===== src/rtl/multi_phase_clkgen.sv =====
`default_nettype none
// ============================================================================
// Module   : multi_phase_clkgen
// Purpose  : N_CH registered pulse trains that share one programmable
//            high/low time. Each channel has its own start delay (phase
//            offset). A run lasts burst_len_i periods per channel, or runs
//            continuously when burst_len_i is zero until stop_i or rst.
// Ports    : clk          system clock, rising edge
//            rst          asynchronous active-high reset
//            start_i      one-cycle launch request, sampled only when idle
//            stop_i       synchronous abort of a run in progress
//            high_time_i  high cycles per period (0 treated as 1)
//            low_time_i   low cycles per period (0 treated as 1)
//            phase_i      per-channel start delay, channel k at [k*CNT_W +: CNT_W]
//            burst_len_i  periods per channel, 0 = continuous
//            clk_out_o    generated waveforms (registered)
//            busy_o       a run is in progress (registered)
//            done_o       one-cycle pulse when a finite burst completes
// Revision : 1.0 - initial release
// ============================================================================
module multi_phase_clkgen #(
   parameter int N_CH    = 2,
   parameter int CNT_W   = 8,
   parameter int BURST_W = 8
) (
   input  logic                  clk,
   input  logic                  rst,
   input  logic                  start_i,
   input  logic                  stop_i,
   input  logic [CNT_W-1:0]      high_time_i,
   input  logic [CNT_W-1:0]      low_time_i,
   input  logic [N_CH*CNT_W-1:0] phase_i,
   input  logic [BURST_W-1:0]    burst_len_i,
   output logic [N_CH-1:0]       clk_out_o,
   output logic                  busy_o,
   output logic                  done_o
);

   typedef enum logic [2:0] {
      S_IDLE  = 3'd0,
      S_DELAY = 3'd1,
      S_HIGH  = 3'd2,
      S_LOW   = 3'd3,
      S_FIN   = 3'd4
   } state_t;

   localparam logic [CNT_W-1:0]   C_CNT_ONE   = CNT_W'(1);
   localparam logic [CNT_W-1:0]   C_CNT_ZERO  = '0;
   localparam logic [BURST_W-1:0] C_BURST_ONE = BURST_W'(1);

   // -------------------------------------------------------------------------
   // Latched run configuration. The phase value needs no holding register:
   // it is only consumed on the launch edge, where it is loaded straight into
   // each channel's delay counter.
   // -------------------------------------------------------------------------
   logic [CNT_W-1:0]   high_q;
   logic [CNT_W-1:0]   low_q;
   logic [BURST_W-1:0] burst_q;

   logic               busy_q;
   logic               busy_d;
   logic               done_q;
   logic               done_d;
   logic [N_CH-1:0]    clk_out_q;

   logic               w_launch;
   logic               w_abort;
   logic [CNT_W-1:0]   w_high_eff;
   logic [CNT_W-1:0]   w_low_eff;

   logic [N_CH-1:0]    w_fin_q;
   logic [N_CH-1:0]    w_fin_d;
   logic [N_CH-1:0]    w_run_d;
   logic [N_CH-1:0]    w_high_d;
   logic               w_all_fin_q;

   // stop has priority over start; both are qualified by the idle/busy state
   // so start during a run and stop while idle are both no-ops.
   assign w_launch = start_i & ~busy_q & ~stop_i;
   assign w_abort  = stop_i & busy_q;

   assign w_high_eff = (high_time_i == C_CNT_ZERO) ? C_CNT_ONE : high_time_i;
   assign w_low_eff  = (low_time_i  == C_CNT_ZERO) ? C_CNT_ONE : low_time_i;

   assign w_all_fin_q = &w_fin_q;

   // Busy while any channel is active, except in the cycle where all channels
   // sit in FIN together: that cycle is the done cycle.
   assign busy_d = (|w_run_d) & ~(&w_fin_d);
   assign done_d = &w_fin_d;

   // -------------------------------------------------------------------------
   // Per-channel FSM. Counters hold "cycles remaining after this one", so a
   // state that must last N cycles is entered with N-1 and left at zero.
   // -------------------------------------------------------------------------
   genvar k;
   generate
      for (k = 0; k < N_CH; k++) begin : g_ch
         state_t             state_q;
         state_t             state_d;
         logic [CNT_W-1:0]   cnt_q;
         logic [CNT_W-1:0]   cnt_d;
         logic [BURST_W-1:0] per_q;
         logic [BURST_W-1:0] per_d;
         logic [BURST_W-1:0] w_per_inc;
         logic [CNT_W-1:0]   w_ph_in;

         assign w_ph_in   = phase_i[k*CNT_W +: CNT_W];
         assign w_per_inc = per_q + C_BURST_ONE;

         always_comb begin
            state_d = state_q;
            cnt_d   = cnt_q;
            per_d   = per_q;
            if (w_abort) begin
               // Partial periods are discarded.
               state_d = S_IDLE;
               cnt_d   = C_CNT_ZERO;
               per_d   = '0;
            end else if (w_launch) begin
               per_d = '0;
               if (w_ph_in == C_CNT_ZERO) begin
                  state_d = S_HIGH;
                  cnt_d   = w_high_eff - C_CNT_ONE;
               end else begin
                  state_d = S_DELAY;
                  cnt_d   = w_ph_in - C_CNT_ONE;
               end
            end else begin
               case (state_q)
                  S_IDLE: begin
                     state_d = S_IDLE;
                  end
                  S_DELAY: begin
                     if (cnt_q == C_CNT_ZERO) begin
                        state_d = S_HIGH;
                        cnt_d   = high_q - C_CNT_ONE;
                     end else begin
                        cnt_d = cnt_q - C_CNT_ONE;
                     end
                  end
                  S_HIGH: begin
                     if (cnt_q == C_CNT_ZERO) begin
                        state_d = S_LOW;
                        cnt_d   = low_q - C_CNT_ONE;
                     end else begin
                        cnt_d = cnt_q - C_CNT_ONE;
                     end
                  end
                  S_LOW: begin
                     if (cnt_q == C_CNT_ZERO) begin
                        // Period counter wraps freely in continuous mode.
                        per_d = w_per_inc;
                        if ((burst_q != '0) && (w_per_inc == burst_q)) begin
                           state_d = S_FIN;
                        end else begin
                           state_d = S_HIGH;
                           cnt_d   = high_q - C_CNT_ONE;
                        end
                     end else begin
                        cnt_d = cnt_q - C_CNT_ONE;
                     end
                  end
                  S_FIN: begin
                     // Wait for the slowest channel; the cycle where all are
                     // in FIN is the done cycle, after which everyone idles.
                     if (w_all_fin_q) begin
                        state_d = S_IDLE;
                     end
                  end
                  default: begin
                     state_d = S_IDLE;
                  end
               endcase
            end
         end

         always_ff @(posedge clk or posedge rst) begin
            if (rst) begin
               state_q <= S_IDLE;
               cnt_q   <= C_CNT_ZERO;
               per_q   <= '0;
            end else begin
               state_q <= state_d;
               cnt_q   <= cnt_d;
               per_q   <= per_d;
            end
         end

         assign w_fin_q[k]  = (state_q == S_FIN);
         assign w_fin_d[k]  = (state_d == S_FIN);
         assign w_run_d[k]  = (state_d != S_IDLE);
         // Outputs are registered from the next state so the waveform lines
         // up with the state it belongs to, with no input-to-output path.
         assign w_high_d[k] = (state_d == S_HIGH);
      end
   endgenerate

   // -------------------------------------------------------------------------
   // Configuration latch and registered outputs.
   // -------------------------------------------------------------------------
   always_ff @(posedge clk or posedge rst) begin
      if (rst) begin
         high_q    <= C_CNT_ZERO;
         low_q     <= C_CNT_ZERO;
         burst_q   <= '0;
         busy_q    <= 1'b0;
         done_q    <= 1'b0;
         clk_out_q <= '0;
      end else begin
         if (w_launch) begin
            high_q  <= w_high_eff;
            low_q   <= w_low_eff;
            burst_q <= burst_len_i;
         end
         busy_q    <= busy_d;
         done_q    <= done_d;
         clk_out_q <= w_high_d;
      end
   end

   assign clk_out_o = clk_out_q;
   assign busy_o    = busy_q;
   assign done_o    = done_q;

endmodule
`default_nettype wire


===== config.mk =====
export PLATFORM = sky130hd
export DESIGN_NAME = multi_phase_clkgen
export DESIGN_NICKNAME = d
export VERILOG_FILES = /design/src/rtl/multi_phase_clkgen.sv
export SDC_FILE = /design/constraint.sdc
export NUM_CORES = 1
export LEC_CHECK = 0
export CAP_MARGIN = 30
export CORE_ASPECT_RATIO = 1.2
export CORE_MARGIN = 10
export CORE_UTILIZATION = 40
export DETAILED_ROUTE_END_ITERATION = 12
export PLACE_DENSITY = 0.55
export SYNTH_ARGS = -nofsm -noshare
export SYNTH_HDL_FRONTEND = slang
export SYNTH_SLANG_ARGS = --single-unit
export TNS_END_PERCENT = 20

===== constraint.sdc =====
create_clock -name clk -period 5.8 [get_ports clk]
set_input_delay 1.16 -clock clk [delete_from_list [all_inputs] [get_ports clk]]
set_output_delay 1.16 -clock clk [all_outputs]
set_load 0.02 [all_outputs]

# --- Yosys cells after proc, flatten, opt, wreduce, memory -nomap -nowiden ---
# Cells that the tools add are included.
word_totals:
  ff_bits: 66
  output_inout_bits: 4
  input_bits: 44
  word_cells: 112
classes:
  eq_ne: 16
  reduce_logical: 24
  mux: 44
  n_addsub: 9
  n_bitwise: 7
op_table:
  columns: ["cell", "n"]
  rows:
  - ["$mux 8", 24]
  - ["$sub 8x1->8 const B", 7]
  - ["$logic_not 8->1", 6]
  - ["$pmux 8 s3", 2]
  - ["$mux 3", 14]
  - ["$pmux 3 s4", 2]
  - ["$eq 3x2->1 const B", 6]
  - ["$reduce_bool 3->1", 6]
  - ["$add 8x1->8 const B", 2]
  - ["$eq 8x8->1", 2]
  - ["$eq 3x3->1 const B", 4]
  - ["$reduce_and 2->1", 6]
  - ["$ne 5x5->1 const B", 2]
  - ["$reduce_bool 5->1", 2]
  - ["$reduce_bool 8->1", 1]
  - ["$eq 3x1->1 const B", 2]
  - ["$and 1x1->1", 4]
  - ["$mux 2", 2]
  - ["$not 1->1", 3]
  - ["$logic_and 1x1->1", 2]
  - ["$reduce_or 2->1", 1]

# --- Depth between registers and ports, before layout ---
depth:
  depth_word: 12
  mapped_depth: 10
  mapped_depth_nobuf: 9

# --- Worst setup path after synthesis ---
# Ideal clock, no wire load.
synth_path:
  kind: "input to register"
  startpoint: "input port phase_i[10]"
  endpoint: "register g_ch[1].cnt_q[2]"
  arrival_time_ps: 3052
  path_buffers: 0
  stages: 6
  setup_time_ps: 121
  required_ps: 5679
  slack_ps: 2627
  cell_sequence: "or4_1 nor4b_4 mux2_2 o21ai_0 a21oi_1 a22o_1"
synth_via:
  elab_chain_cells: 4
  elab_cells_between_ends: 5
  cone_classes: "add/sub (1); mux (3); reduce/logical (1)"
synth_rtl:
  columns: ["element", "line", "text"]
  rows:
  - ["from (decl)", "32", "input logic [N_CH*CNT_W-1:0] phase_i,"]
  - ["$sub 8x1->8 or $logic_not 8->1 (tied branches)", "127, 122", null]
  - ["$mux 8 (*)", "122", "if (w_ph_in == C_CNT_ZERO) begin"]
  - ["$mux 8 (*)", "120", "end else if (w_launch) begin"]
  - ["$mux 8 (*)", "115", "if (w_abort) begin"]
  - ["to (signal assigned)", "185", "cnt_q <= cnt_d;"]
  - ["to (decl)", "101", "logic [CNT_W-1:0] cnt_q;"]
# Every way passes the cells marked *; elsewhere a longest branch is shown, timed or not.
# A chain may end at the register's enable or synchronous reset.

# --- Worst setup path after layout ---
layout_path:
  startpoint: "input port phase_i[0]"
  endpoint: "register busy_q (netlist: busy_o)"
layout_via:
  elab_chain_cells: 8
  elab_cells_between_ends: 10
  cone_classes: "eq/ne (1); mux (3); bitwise (2); reduce/logical (4)"
layout_rtl:
  columns: ["element", "line", "text"]
  rows:
  - ["$logic_not 8->1 (*)", "122", null]
  - ["$mux 2 (*)", "122", null]
  - ["$mux 3 (*)", "120", null]
  - ["$mux 3 (*)", "115", null]
  - ["via g_ch[0].state_d[0]", "100", "state_t state_d;"]
  - ["$eq 3x3->1", "191", "assign w_fin_d[k] = (state_d == S_FIN);"]
  - ["$reduce_and 2->1", "89", "assign busy_d = (|w_run_d) & ~(&w_fin_d);"]
  - ["$not 1->1", "89", null]
  - ["$and 1x1->1 (*)", "89", null]
  - ["via busy_d", "61", "logic busy_d;"]
  - ["to (signal assigned)", "216", "busy_q <= busy_d;"]
  - ["to (decl)", "60", "logic busy_q;"]
# The timed path passes the listed nets; every way through them passes the cells marked *.

==> impl_metrics.toml <==
[run_status]
status = "complete, no violations"

[floorplan]
die_y_um = 141
rows = 44
die_width_um = 121
coreArea_um2 = 12000
start_util_pct = 40.6
io_pins = 48
die-area_um2 = 17000

[power]
power.total_uw = 2420
p_leak_uw = 0.00248
vdd_ir_drop_max_mv = 0.163
p_per_area_nw_per_um2 = 421

[critical_path]
required_ns = 5.98
worstSetupPathType = "in2reg"
worstPathCellList = "clkdlybuf4s50_1 > inv_1 > ha_1 > nor4b_1 > nand2_1 > nand2_1 > a21oi_1 > nor4bb_1 > o211ai_1"
crit_path_end_kind = "register"
startpoint_type = "input pin"
cp_slowest_cell = "nor4b_1"
arrival_ns = 3.65
crit_top_cell = "nand2_1"
slowest_delay_ns = 0.66
cp_max_fo = 9

[clock_tree]
clockBufferDepth = 2
cts_root_buf = "clkbuf_16"
worstSkewPairLatency_ns = 0.34
htree_num_levels = 3
cts_resized = 0
cts_buffers = 9
clock-sinks = 66
post_cts_buffers = 0
hold_buffers = 0
clkTransAtPathRegs_ns = 0.05
tritoncts = "done"

[placement]
place_area_um2 = 5480
port_buffers = 47
gp_congestion = 0.863
hpwlAfterDp_um = 10600

[detailed_routing]
ant_nets = 0
drtIter0Drc = 327
vias_per_cell = 5.56
wl_per_cell_um = 17.5
vias = 4510
wirelength_um = 14200
firstDrtPassIters = 4
drc_errors = 0

[layout]
area_growth_pct = 18.2
finish.utilization_pct = 48.0
layout_common_cells = "108 x nand2_1, 66 x dfrtp_1, 61 x nor2_1"
stdcell_area_um2 = 5760
antenna_cells = 0
nNetsFinal = 703
drive_gt1_share_pct = 5.69
layout_commonest_cell = "nand2_1"

[logic_synthesis]
syn_area_um2 = 4870
async_flop_share_pct = 100
synth_cells = 608
synthFlopType = "dfrtp_1"
yosysWarnings = 0
syn_area_per_cell_um2 = 8.01
ys_ff_latch = 66
ys_seq_area_share_pct = 33.9
syn_nets = 664
ys_types = 62
synth_edf_count = 0

[sta]
rsz0062_at_grt = "no"
worst_pin_slew_ns = 0.951
final.min_clock_period_ns = 3.47
relSlewSlack_pct = 36.4
fin_hold_ws_ns = 0.500
slew_violations = 0
fin_setup_tns_ns = 0
skew_ns = 0.00620
fmax_mhz = 288
fin_crit_sh_pct = 59.9
setup-violations-final = 0
hold_viol_final = 0

[hold_path]
min_path_type = "reg2reg"

[grt]
grt_overflow_total = 0
grt_pass1_wl_um = 22700
grt_max_degree = 48
antenna_found_initial = 0
grt_pass1_vias = 4533
track_usage_pct = 16.7

[flow_run]
cap_violations = 0
-- flip-flops by register name, indices dropped and copies added, names as in the netlist --
register,cells
g_ch.cnt_q,16
g_ch.per_q,16
burst_q,8
high_q,8
low_q,8
g_ch.state_q,6
clk_out_o,2
busy_o,1
done_o,1
-- critical path, delay by kind of cell --
kind            cells  cell delay [ns]
fa+ha+maj           1             0.17
simple gates        4             1.51
compound gates      2             0.25
buf+inv             2             0.56
-- power by group --
part | switching (µW) | internal, µW
Combinational | 627 | 466
Sequential | 204 | 606
Clock | 202 | 319
-- cells by family after synthesis --
logic type	Yosys count	synth area share, %
flip-flops	66	33.9
buffers and inverters	46	3.75
adder cells (fa/ha/maj)	12	3.08
XOR/XNOR	56	10.1
AO/OA/AOI/OAI	124	16.0
multiplexers	20	4.21
AND/OR/NAND/NOR	284	29.0
-- final cells by class --
type	instances	area, µm²
inverters	22	82.6
well taps	161	201
fillers	1235	6240
repair buffers	52	508
clock buffers	12	267
clock inverters	2	12.5
flip-flops and latches	66	1650
multi-input cells	496	3040
-- per-layer routing --
metal / vias to the layer above / GRT usage (%) / part of all wire (%)
li1: 2223 / - / -
met1: 2149 / 19.0 / 43
met2: 106 / 29.1 / 50
met3: 32 / 3.52 / 3.7
met4: 0 / 7.70 / 3.4
met5: - / 0 / 0
-- metrics by stage --
step / worst slack (ns) / instances
2_1_floorplan: 2.63 / 608
3_3_place_gp: 2.05 / 797
3_5_place_dp: 1.98 / 797
4_1_cts: 2.33 / 811
5_1_grt: 2.01 / 811
6_report: 2.33 / 811
-- synthesized netlist by cell type (7+ instances only) --
master	instances	area, µm²
a211oi_1	7	52.6
a21oi_1	26	130
a31oi_1	10	62.6
and3_1	8	50.1
clkbuf_1	15	56.3
dfrtp_1	66	1650
ha_1	12	150
inv_1	22	82.6
mux2i_1	16	160
nand2_1	108	405
nand2b_1	9	56.3
nand3_1	16	80.1
nor2_1	61	229
nor3_1	15	75.1
nor4_1	13	81.3
o21ai_0	42	210
or4_1	8	60.1
xnor2_1	36	315
xor2_1	20	175
-- path summary, 6_finish.rpt --
path	endpoint	start	slack, ns	cells after the start
setup / recovery	busy_o	phase_i[0]	2.33	9
hold / removal	low_q[7]	low_q[7]	0.50	2
setup reg to reg	g_ch[1].cnt_q[0]	g_ch[1].cnt_q[0]	2.81	10
hold reg to reg	low_q[7]	low_q[7]	0.50	2
max in group asynchronous	g_ch[1].cnt_q[3]	rst	3.65	3
min in group asynchronous	g_ch[0].per_q[3]	rst	1.15	2
(Power assumes the default switching activity.)
